File: config.mk
export PLATFORM = sky130hd
export DESIGN_NAME = hv_ang_trim_drv
export DESIGN_NICKNAME = d
export VERILOG_FILES = /design/src/rtl/hv_ang_pkg.sv /design/src/rtl/hv_cyc_timer.sv /design/src/rtl/hv_ang_trim_drv.sv
export SDC_FILE = /design/constraint.sdc
export NUM_CORES = 1
export LEC_CHECK = 0
export CORE_ASPECT_RATIO = 0.75
export CORE_MARGIN = 2
export CORE_UTILIZATION = 40
export CTS_CLUSTER_SIZE = 10
export DETAILED_ROUTE_END_ITERATION = 16
export DONT_BUFFER_PORTS = 1
export PLACE_DENSITY = 0.53
export RECOVER_POWER = 50
export SLEW_MARGIN = 10
export SYNTH_ARGS = -nofsm -noshare
export SYNTH_HDL_FRONTEND = slang
export SYNTH_SLANG_ARGS = --single-unit
export TNS_END_PERCENT = 30
File: constraint.sdc
create_clock -name i_clk -period 5.65 [get_ports i_clk]
set_clock_uncertainty 0.2 [all_clocks]
set_input_delay 1.13 -clock i_clk [delete_from_list [all_inputs] [get_ports i_clk]]
set_output_delay 1.13 -clock i_clk [all_outputs]
set_load 0.01 [all_outputs]
File: src/rtl/hv_ang_pkg.sv
// Shared types and constants for the HV analog trim driver.
package hv_ang_pkg;

  typedef enum logic [2:0] {
    ST_IDLE,
    ST_SETUP,
    ST_LATCH,
    ST_SETTLE,
    ST_DONE
  } trim_state_t;

  localparam logic [7:0] TRIM_WR_EN = 8'h20;

endpackage

File: src/rtl/hv_cyc_timer.sv
// Loadable down-counter; expire is the terminal-count (zero) compare.
module hv_cyc_timer #(
  parameter int W = 7
) (
  input  logic         i_clk,
  input  logic         i_rst_n,
  input  logic         load,
  input  logic [W-1:0] load_val,
  output logic         expire
);

  logic [W-1:0] cnt;

  // Holds at zero rather than wrapping.
  always_ff @(posedge i_clk or negedge i_rst_n) begin
    if (!i_rst_n) begin
      cnt <= '0;
    end else if (load) begin
      cnt <= load_val;
    end else if (cnt != '0) begin
      cnt <= cnt - 1'b1;
    end
  end

  assign expire = (cnt == '0);

endmodule

File: src/rtl/hv_ang_trim_drv.sv
// Sequences a trim-code update into the HV analog block: setup, latch strobe,
// settle, then a done pulse; test-mode drop aborts the sequence.
//
//   state  | meaning
//   IDLE   | waiting for an enabled write strobe
//   SETUP  | new codes driven, latch low (SETUP_CYC cycles)
//   LATCH  | o_ang_lat high (LAT_CYC cycles)
//   SETTLE | codes committed, analog settling (SETTLE_CYC cycles)
//   DONE   | one-cycle o_done, busy low
module hv_ang_trim_drv
  import hv_ang_pkg::*;
#(
  parameter int CLK_M      = 50,
  parameter int SETUP_CYC  = (101 * CLK_M + 999) / 1000,
  parameter int LAT_CYC    = (501 * CLK_M + 999) / 1000,
  parameter int SETTLE_CYC = (2001 * CLK_M + 999) / 1000
) (
  input  logic       i_clk,
  input  logic       i_rst_n,
  input  logic [7:0] i_reg_dvdt_tm,
  input  logic       i_trim_wr,
  input  logic [7:0] i_cap_trim_code,
  input  logic [5:0] i_cnt_del,
  output logic [3:0] o_off_vbn,
  output logic [3:0] o_on_vbn,
  output logic [5:0] o_cnt_del,
  output logic       o_ang_lat,
  output logic       o_busy,
  output logic       o_done,
  output logic       o_wr_err,
  output logic       o_abort
);

  localparam int MAX_A   = (SETUP_CYC > LAT_CYC) ? SETUP_CYC : LAT_CYC;
  localparam int MAX_CYC = (MAX_A > SETTLE_CYC) ? MAX_A : SETTLE_CYC;
  localparam int CNT_W   = $clog2(MAX_CYC + 1);

  // Timer counts N-1 down to 0, so a phase spans exactly N cycles.
  localparam logic [CNT_W-1:0] SETUP_LD  = CNT_W'(SETUP_CYC - 1);
  localparam logic [CNT_W-1:0] LAT_LD    = CNT_W'(LAT_CYC - 1);
  localparam logic [CNT_W-1:0] SETTLE_LD = CNT_W'(SETTLE_CYC - 1);

  trim_state_t      state;
  logic             mode_ok;
  logic             tm_load;
  logic [CNT_W-1:0] tm_val;
  logic             tm_exp;
  logic [7:0]       cap_code;
  logic [5:0]       cap_del;
  logic [7:0]       com_code;
  logic [5:0]       com_del;

  assign mode_ok = (i_reg_dvdt_tm == TRIM_WR_EN);

  always_comb begin
    tm_load = 1'b0;
    tm_val  = '0;
    case (state)
      ST_IDLE: begin
        if (i_trim_wr && mode_ok) begin
          tm_load = 1'b1;
          tm_val  = SETUP_LD;
        end
      end
      ST_SETUP: begin
        if (!mode_ok || tm_exp) tm_load = 1'b1;
        if (mode_ok) tm_val = LAT_LD;
      end
      ST_LATCH: begin
        if (!mode_ok || tm_exp) tm_load = 1'b1;
        if (mode_ok) tm_val = SETTLE_LD;
      end
      ST_SETTLE: begin
        if (!mode_ok) tm_load = 1'b1;
      end
      default: ;
    endcase
  end

  hv_cyc_timer #(.W(CNT_W)) u_timer (
    .i_clk    (i_clk),
    .i_rst_n  (i_rst_n),
    .load     (tm_load),
    .load_val (tm_val),
    .expire   (tm_exp)
  );

  always_ff @(posedge i_clk or negedge i_rst_n) begin
    if (!i_rst_n) begin
      state     <= ST_IDLE;
      cap_code  <= '0;
      cap_del   <= '0;
      com_code  <= '0;
      com_del   <= '0;
      o_off_vbn <= '0;
      o_on_vbn  <= '0;
      o_cnt_del <= '0;
      o_ang_lat <= 1'b0;
      o_busy    <= 1'b0;
      o_done    <= 1'b0;
      o_wr_err  <= 1'b0;
      o_abort   <= 1'b0;
    end else begin
      o_done   <= 1'b0;
      o_abort  <= 1'b0;
      o_wr_err <= i_trim_wr && !(state == ST_IDLE && mode_ok);
      case (state)
        ST_IDLE: begin
          if (i_trim_wr && mode_ok) begin
            state     <= ST_SETUP;
            cap_code  <= i_cap_trim_code;
            cap_del   <= i_cnt_del;
            o_off_vbn <= i_cap_trim_code[7:4];
            o_on_vbn  <= i_cap_trim_code[3:0];
            o_cnt_del <= i_cnt_del;
            o_busy    <= 1'b1;
          end
        end
        ST_SETUP, ST_LATCH: begin
          // Abort before commit: fall back to the last committed codes.
          if (!mode_ok) begin
            state     <= ST_IDLE;
            o_off_vbn <= com_code[7:4];
            o_on_vbn  <= com_code[3:0];
            o_cnt_del <= com_del;
            o_ang_lat <= 1'b0;
            o_busy    <= 1'b0;
            o_abort   <= 1'b1;
          end else if (tm_exp && state == ST_SETUP) begin
            state     <= ST_LATCH;
            o_ang_lat <= 1'b1;
          end else if (tm_exp) begin
            state     <= ST_SETTLE;
            o_ang_lat <= 1'b0;
            com_code  <= cap_code;
            com_del   <= cap_del;
          end
        end
        ST_SETTLE: begin
          if (!mode_ok) begin
            state   <= ST_IDLE;
            o_busy  <= 1'b0;
            o_abort <= 1'b1;
          end else if (tm_exp) begin
            state  <= ST_DONE;
            o_busy <= 1'b0;
            o_done <= 1'b1;
          end
        end
        default: begin
          state <= ST_IDLE;
        end
      endcase
    end
  end

endmodule

==> results of run 1 <==
[sequential cells by signal, indices dropped and copies added, names as in the netlist]
| name | cells |
|---|---|
| cap_code | 8 |
| cap_del | 6 |
| com_code | 8 |
| com_del | 6 |
| o_abort | 1 |
| o_ang_lat | 1 |
| o_busy | 1 |
| o_cnt_del | 6 |
| o_done | 1 |
| o_off_vbn | 4 |
| o_on_vbn | 4 |
| o_wr_err | 1 |
| state | 3 |
| u_timer.cnt | 7 |
[stage by stage]
step | setup slack (ns) | cells | util (%) | area, um2
after floorplan | 2.62 | 195 | - | 2630
after global placement | 2.27 | 269 | 42.3 | 2680
after detailed placement | 2.20 | 269 | 42.3 | 2680
after CTS | 2.57 | 285 | 45.4 | 2870
after global routing | 2.38 | 285 | 45.4 | 2870
final | 2.57 | 285 | 45.4 | 2870
[cell families (layout without fill, tap and decap cells)]
family / count (synthesis) / after routing
muxes: 58 / 58
DFF: 57 / 57
and+or+nand+nor: 36 / 36
AOI/OAI and AO/OA: 23 / 23
buffers and inverters: 13 / 22
xor gates and xnor gates: 7 / 7
adders and majority gates: 1 / 1
[where the power goes]
group / internal (mW) / total, mW / switching (mW)
Combinational: 0.0629 / 0.112 / 0.0488
Clock: 0.214 / 0.372 / 0.158
Sequential: 0.449 / 0.491 / 0.0422
[synth_stat cells (2+ instances only)]
master,number
mux2i_1,2
inv_1,5
buf_6,2
nor4b_1,3
a21oi_1,2
o211ai_1,2
dfrtp_1,57
nand3_1,3
xnor2_1,5
buf_2,3
nand2_1,4
nor2_1,8
nor4_1,3
mux2_2,56
o21ai_0,8
xor2_1,2
nor3_1,4
[routing by layer]
metal  part of all wire (%)  routed length [um]  global-route usage (%)  vias up
li1                       -                   -                       -      718
met1                     46                2230                    17.8      816
met2                     48                2330                    23.6       29
met3                    4.7                 231                    5.92        9
met4                    1.8                  88                    7.72        0
met5                      0                   0                       0        -
[layout by cell type, fill, tap and decap left out, types with 2 or more instances in the layout]
| cell | instances |
|---|---|
| clkinvlp_4 | 2 |
| a21oi_1 | 2 |
| inv_1 | 5 |
| nand2_1 | 4 |
| nor4b_1 | 3 |
| o211ai_1 | 2 |
| nor3_1 | 4 |
| mux2_2 | 56 |
| xnor2_1 | 5 |
| clkinv_2 | 2 |
| o21ai_0 | 8 |
| mux2i_1 | 2 |
| xor2_1 | 2 |
| dfrtp_1 | 57 |
| nand3_1 | 3 |
| nor4_1 | 3 |
| clkbuf_8 | 10 |
| nor2_1 | 8 |
[worst max-delay path, cell delays in order]
cell,delay (ns)
nor4b_1,0.52
nand2_1,0.22
a21boi_2,0.81
mux2_2,0.41
[how the worst min path moves through the flow]
stage	start	endpoint	slack (ns)	cells past startpoint
floorplan	cap_code[7]	cap_code[7]	0.27	1
finish	i_rst_n	o_abort	0.29	0
CTS	i_rst_n	o_off_vbn[3]	0.26	0
global route	i_rst_n	cap_code[5]	0.26	0
detailed placement	cap_code[4]	com_code[4]	0.29	1
global placement	cap_del[5]	com_del[5]	0.28	1
[cell type report]
class                   count  area share (%)
flip-flops and latches     57            49.7
multi-input cells         125            39.0
clock buffers              11            4.92
well taps                  81            3.53
clock inverters             5            1.92
inverters                   5           0.654
repair buffers              1           0.261
==> results.ini, run 1 <==
[die]
die_h_um=74.2
ios=44
rows=25
initial_core_util_pct=41.6
die_area_mm2=0.00725
coreArea_mm2=0.00632
die_w_um=97.7

[clock_tree]
clockBufferDepth=2
cts_setup_buffers=0
cts_made_buffers=9
path_clk_slew_ns=0.06
cts.sinks=57
h-tree-depth=3
hold_buffers=0
cts_tree=done
clk_latency_ns=0.33
cts_root_buffer=clkbuf_8
ctsResizeCount=0

[synth]
yosys_warnings=0
synth_edf_count=0
synth_ff_type=dfrtp_1
synth.ff_latch_count=57
async_reset_ff_share_pct=100
yosysTopAreaCellShare_pct=54.2
synthCells=195
synthesis.nets=221
synth_xor_xnor_area_share_pct=2.33
synth_largest_area_cell=dfrtp_1
synth_top_family_by_area=multiplexers
synthMuxAreaShare_pct=24.7
synth_area_leaders=dfrtp_1 54%, mux2_2 24%, xnor2_1 1.7%
syn_area_per_cell_um2=13.5
synth_seq_area_share_pct=54.2
synth_compound_area_share_pct=6.23
synth_simple_gate_area_share_pct=8.70
synth_area_mm2=0.00263
synthAdderAreaFrac_pct=0.476
yosysUniqueCellTypes=43

[critical_path]
arrival_ns=3.10
rr_worst_depth=6
r2r_start=u_timer.cnt[0]
r2r-end=com_del[1]
critPathRequiredTime_ns=5.66
endpoint_kind=flip-flop
critPathLaunch=i_reg_dvdt_tm[4]
crit_path_end=o_cnt_del[0]
criticalPathCategory=primary input to flip-flop
critPathMaxFanout=14
r2r_slack_ns=2.80
startpoint_type=primary input

[drt]
vias=1572
first_pass_iters=4
wl_mm=4.88
viasPerCell=5.52
drc=0
wl_per_cell_um=17.1
drtIter0Drc=71
drtAntennaViolNets=0

[global_route]
grt_start_max_net_pins=58
grt_use_total_pct=14.8
grt_pass1_wl_mm=8.16
grt_pass1_vias=1669
overflow=0
antenna_found_initial=0

[cells_and_area]
areaGrowthSynthToFinish_pct=9.13
antenna_cells=0
ff_latch_area_mm2=0.00143
multi_input_area_mm2=0.00112
drive_gt1_share_pct=39.7
finalNetCount=225
nFillCells=566

[sta]
maxSlewViolCount=0
fmax_ghz=0.324
finalSetupViolations=0
period_needed_ns=3.08
post-route-period-util_pct=54.5
hold_viol=0
tightest_slew_ns=0.956
fin_setup_tns_ns=0
rsz0062_at_grt=no
relSlewSlack_pct=35.9
hold_ws_ns=0.295

[job]
drv_cap=0

[power]
p_total_mw=0.975
leakage_nw=1.30
p_per_area_mw_per_mm2=339
vdd_drop_max_mv=0.139

[place]
numPortBuffers=0
gp_congestion=0.789
hpwl_mm=3.25

[outcome]
outcome=finished clean

[hold_path]
min_path_type=primary input to async pin

Note: power is estimated with default switching activity, not from simulation.
==> run 2, diff against run 1 <==
--- a/config.mk
+++ b/config.mk
@@ -11,7 +11,7 @@
 export CTS_CLUSTER_SIZE = 10
 export DETAILED_ROUTE_END_ITERATION = 16
 export DONT_BUFFER_PORTS = 1
-export PLACE_DENSITY = 0.53
+export PLACE_DENSITY = 0.55
 export RECOVER_POWER = 50
 export SLEW_MARGIN = 10
 export SYNTH_ARGS = -nofsm -noshare
==> constraint.sdc (replaced) <==
create_clock -name i_clk -period 2.6 [get_ports i_clk]
set_clock_uncertainty 0.2 [all_clocks]
set_input_delay 0.52 -clock i_clk [delete_from_list [all_inputs] [get_ports i_clk]]
set_output_delay 0.52 -clock i_clk [all_outputs]
set_load 0.01 [all_outputs]
==> results.ini, run 2 (synthesis results as in run 1) <==
[sta]
finalSetupViolations=0
fmax_ghz=0.414
hold_viol=0
period_needed_ns=2.42
fin_setup_tns_ns=0
maxSlewViolCount=0
tightest_slew_ns=1.39
relSlewSlack_pct=7.25
rsz0062_at_grt=no
post-route-period-util_pct=92.9

[die]
initial_core_util_pct=41.6
die_h_um=74.2
rows=25
die_area_mm2=0.00725
coreArea_mm2=0.00632
ios=44
die_w_um=97.7

[clock_tree]
cts_root_buffer=clkbuf_8
clockBufferDepth=2
path_clk_slew_ns=0.07
cts_made_buffers=9
cts_setup_buffers=0
h-tree-depth=3
cts.sinks=57
clk_latency_ns=0.33
cts_tree=done

[outcome]
outcome=finished clean

[cells_and_area]
nFillCells=566
reg.largest.list=cap_code x8, com_code x8, u_timer.cnt x7
final_cells=294
final_cell_mix=57 x dfrtp_1, 56 x mux2_2, 11 x clkbuf_8
finalNetCount=235
final_area_mm2=0.00297
areaGrowthSynthToFinish_pct=13.0
drive_gt1_share_pct=41.8
final_common_cell=dfrtp_1
antenna_cells=0

[drt]
viasPerCell=5.55
first_pass_iters=4
drc=0
drtIter0Drc=45
wl_mm=5.31
drtAntennaViolNets=0
vias=1632
wl_per_cell_um=18.0

[place]
numPortBuffers=0
place_area_mm2=0.00276
gp_congestion=0.963
hpwl_mm=3.62
dp.cells=277

[global_route]
antenna_found_initial=0
overflow=0
grt_use_total_pct=16.1
grt_start_max_net_pins=58
grt_pass1_wl_mm=8.87
grt_pass1_vias=1670

[critical_path]
critPathRequiredTime_ns=2.61
endpoint_kind=flip-flop
criticalPathCategory=flip-flop to flip-flop
arrival_ns=2.43
startpoint_type=flip-flop
critPathMaxFanout=14

[power]
p_per_area_mw_per_mm2=724
vdd_drop_max_mv=0.309
leakage_nw=1.36

[hold_path]
min_path_type=primary input to flip-flop

[job]
drv_cap=0

-- run 2: repair_timing --
| item | 4_1_cts | 5_1_grt |
|---|---|---|
| hold endpoints to repair | 57 | 0 |
| setup endpoints to repair | 0 | 3 |
| hold buffers | 2 | 0 |
| resized for setup | 0 | 1 |
-- run 2: power by group --
group,switching (mW),internal (mW),leakage [nW]
combinational,0.124,0.142,0.488
sequential,0.0898,0.976,0.773
clock,0.336,0.486,0.102
total,0.550,1.60,1.36
-- run 2: final timing paths --
path	slack [ns]	to	depth (start not counted)	startpoint
min in group asynchronous	0.87	o_cnt_del[3]	2	i_rst_n
min	0.13	cap_code[2]	1	i_cap_trim_code[2]
max in group asynchronous	0.50	o_cnt_del[2]	2	i_rst_n
max reg2reg	0.18	com_del[4]	7	u_timer.cnt[0]
min reg2reg	0.30	com_code[6]	1	com_code[6]
max	0.18	com_del[4]	7	u_timer.cnt[0]
-- run 2: final cells by class --
class,count,area [um2],share of cell area [%]
Sequential cell,57,1430,48.0
Multi-Input combinational cell,125,1120,37.8
Clock buffer,12,155,5.22
Timing Repair Buffer,11,108,3.62
Tap cell,81,101,3.41
Clock inverter,3,40.0,1.35
Inverter,5,18.8,0.631
-- run 2: per-layer routing --
| layer | vias to the layer above | share of wire, % | GRT usage (%) | wire length [um] |
|---|---|---|---|---|
| met5 | - | 0 | 0 | 0 |
| met4 | 0 | 1.2 | 4.63 | 63 |
| met3 | 9 | 6.5 | 7.14 | 343 |
| met2 | 51 | 48 | 26.1 | 2560 |
| met1 | 832 | 44 | 20.0 | 2340 |
| li1 | 740 | - | - | - |
-- run 2: metrics by stage --
stage	utilization (%)	hold WS, ns	setup WS, ns	power, mW
6_report	47.0	0.130	0.184	2.15
5_1_grt	47.0	0.112	0.0886	2.27
4_1_cts	47.3	0.118	0.0644	2.19
3_5_place_dp	43.6	0.0267	0.0788	1.33
3_3_place_gp	43.6	0.0268	0.232	1.31
2_1_floorplan	-	0.0244	0.184	1.27
-- run 2: critical path, cell delays in order (launching register included) --
cell and delay [ns]:
dfrtp_1 0.37, inv_1 0.09, ha_1 0.20, or4b_4 0.53, nor3_4 0.14, and4_1 0.26
buf_12 0.16, mux2_2 0.34
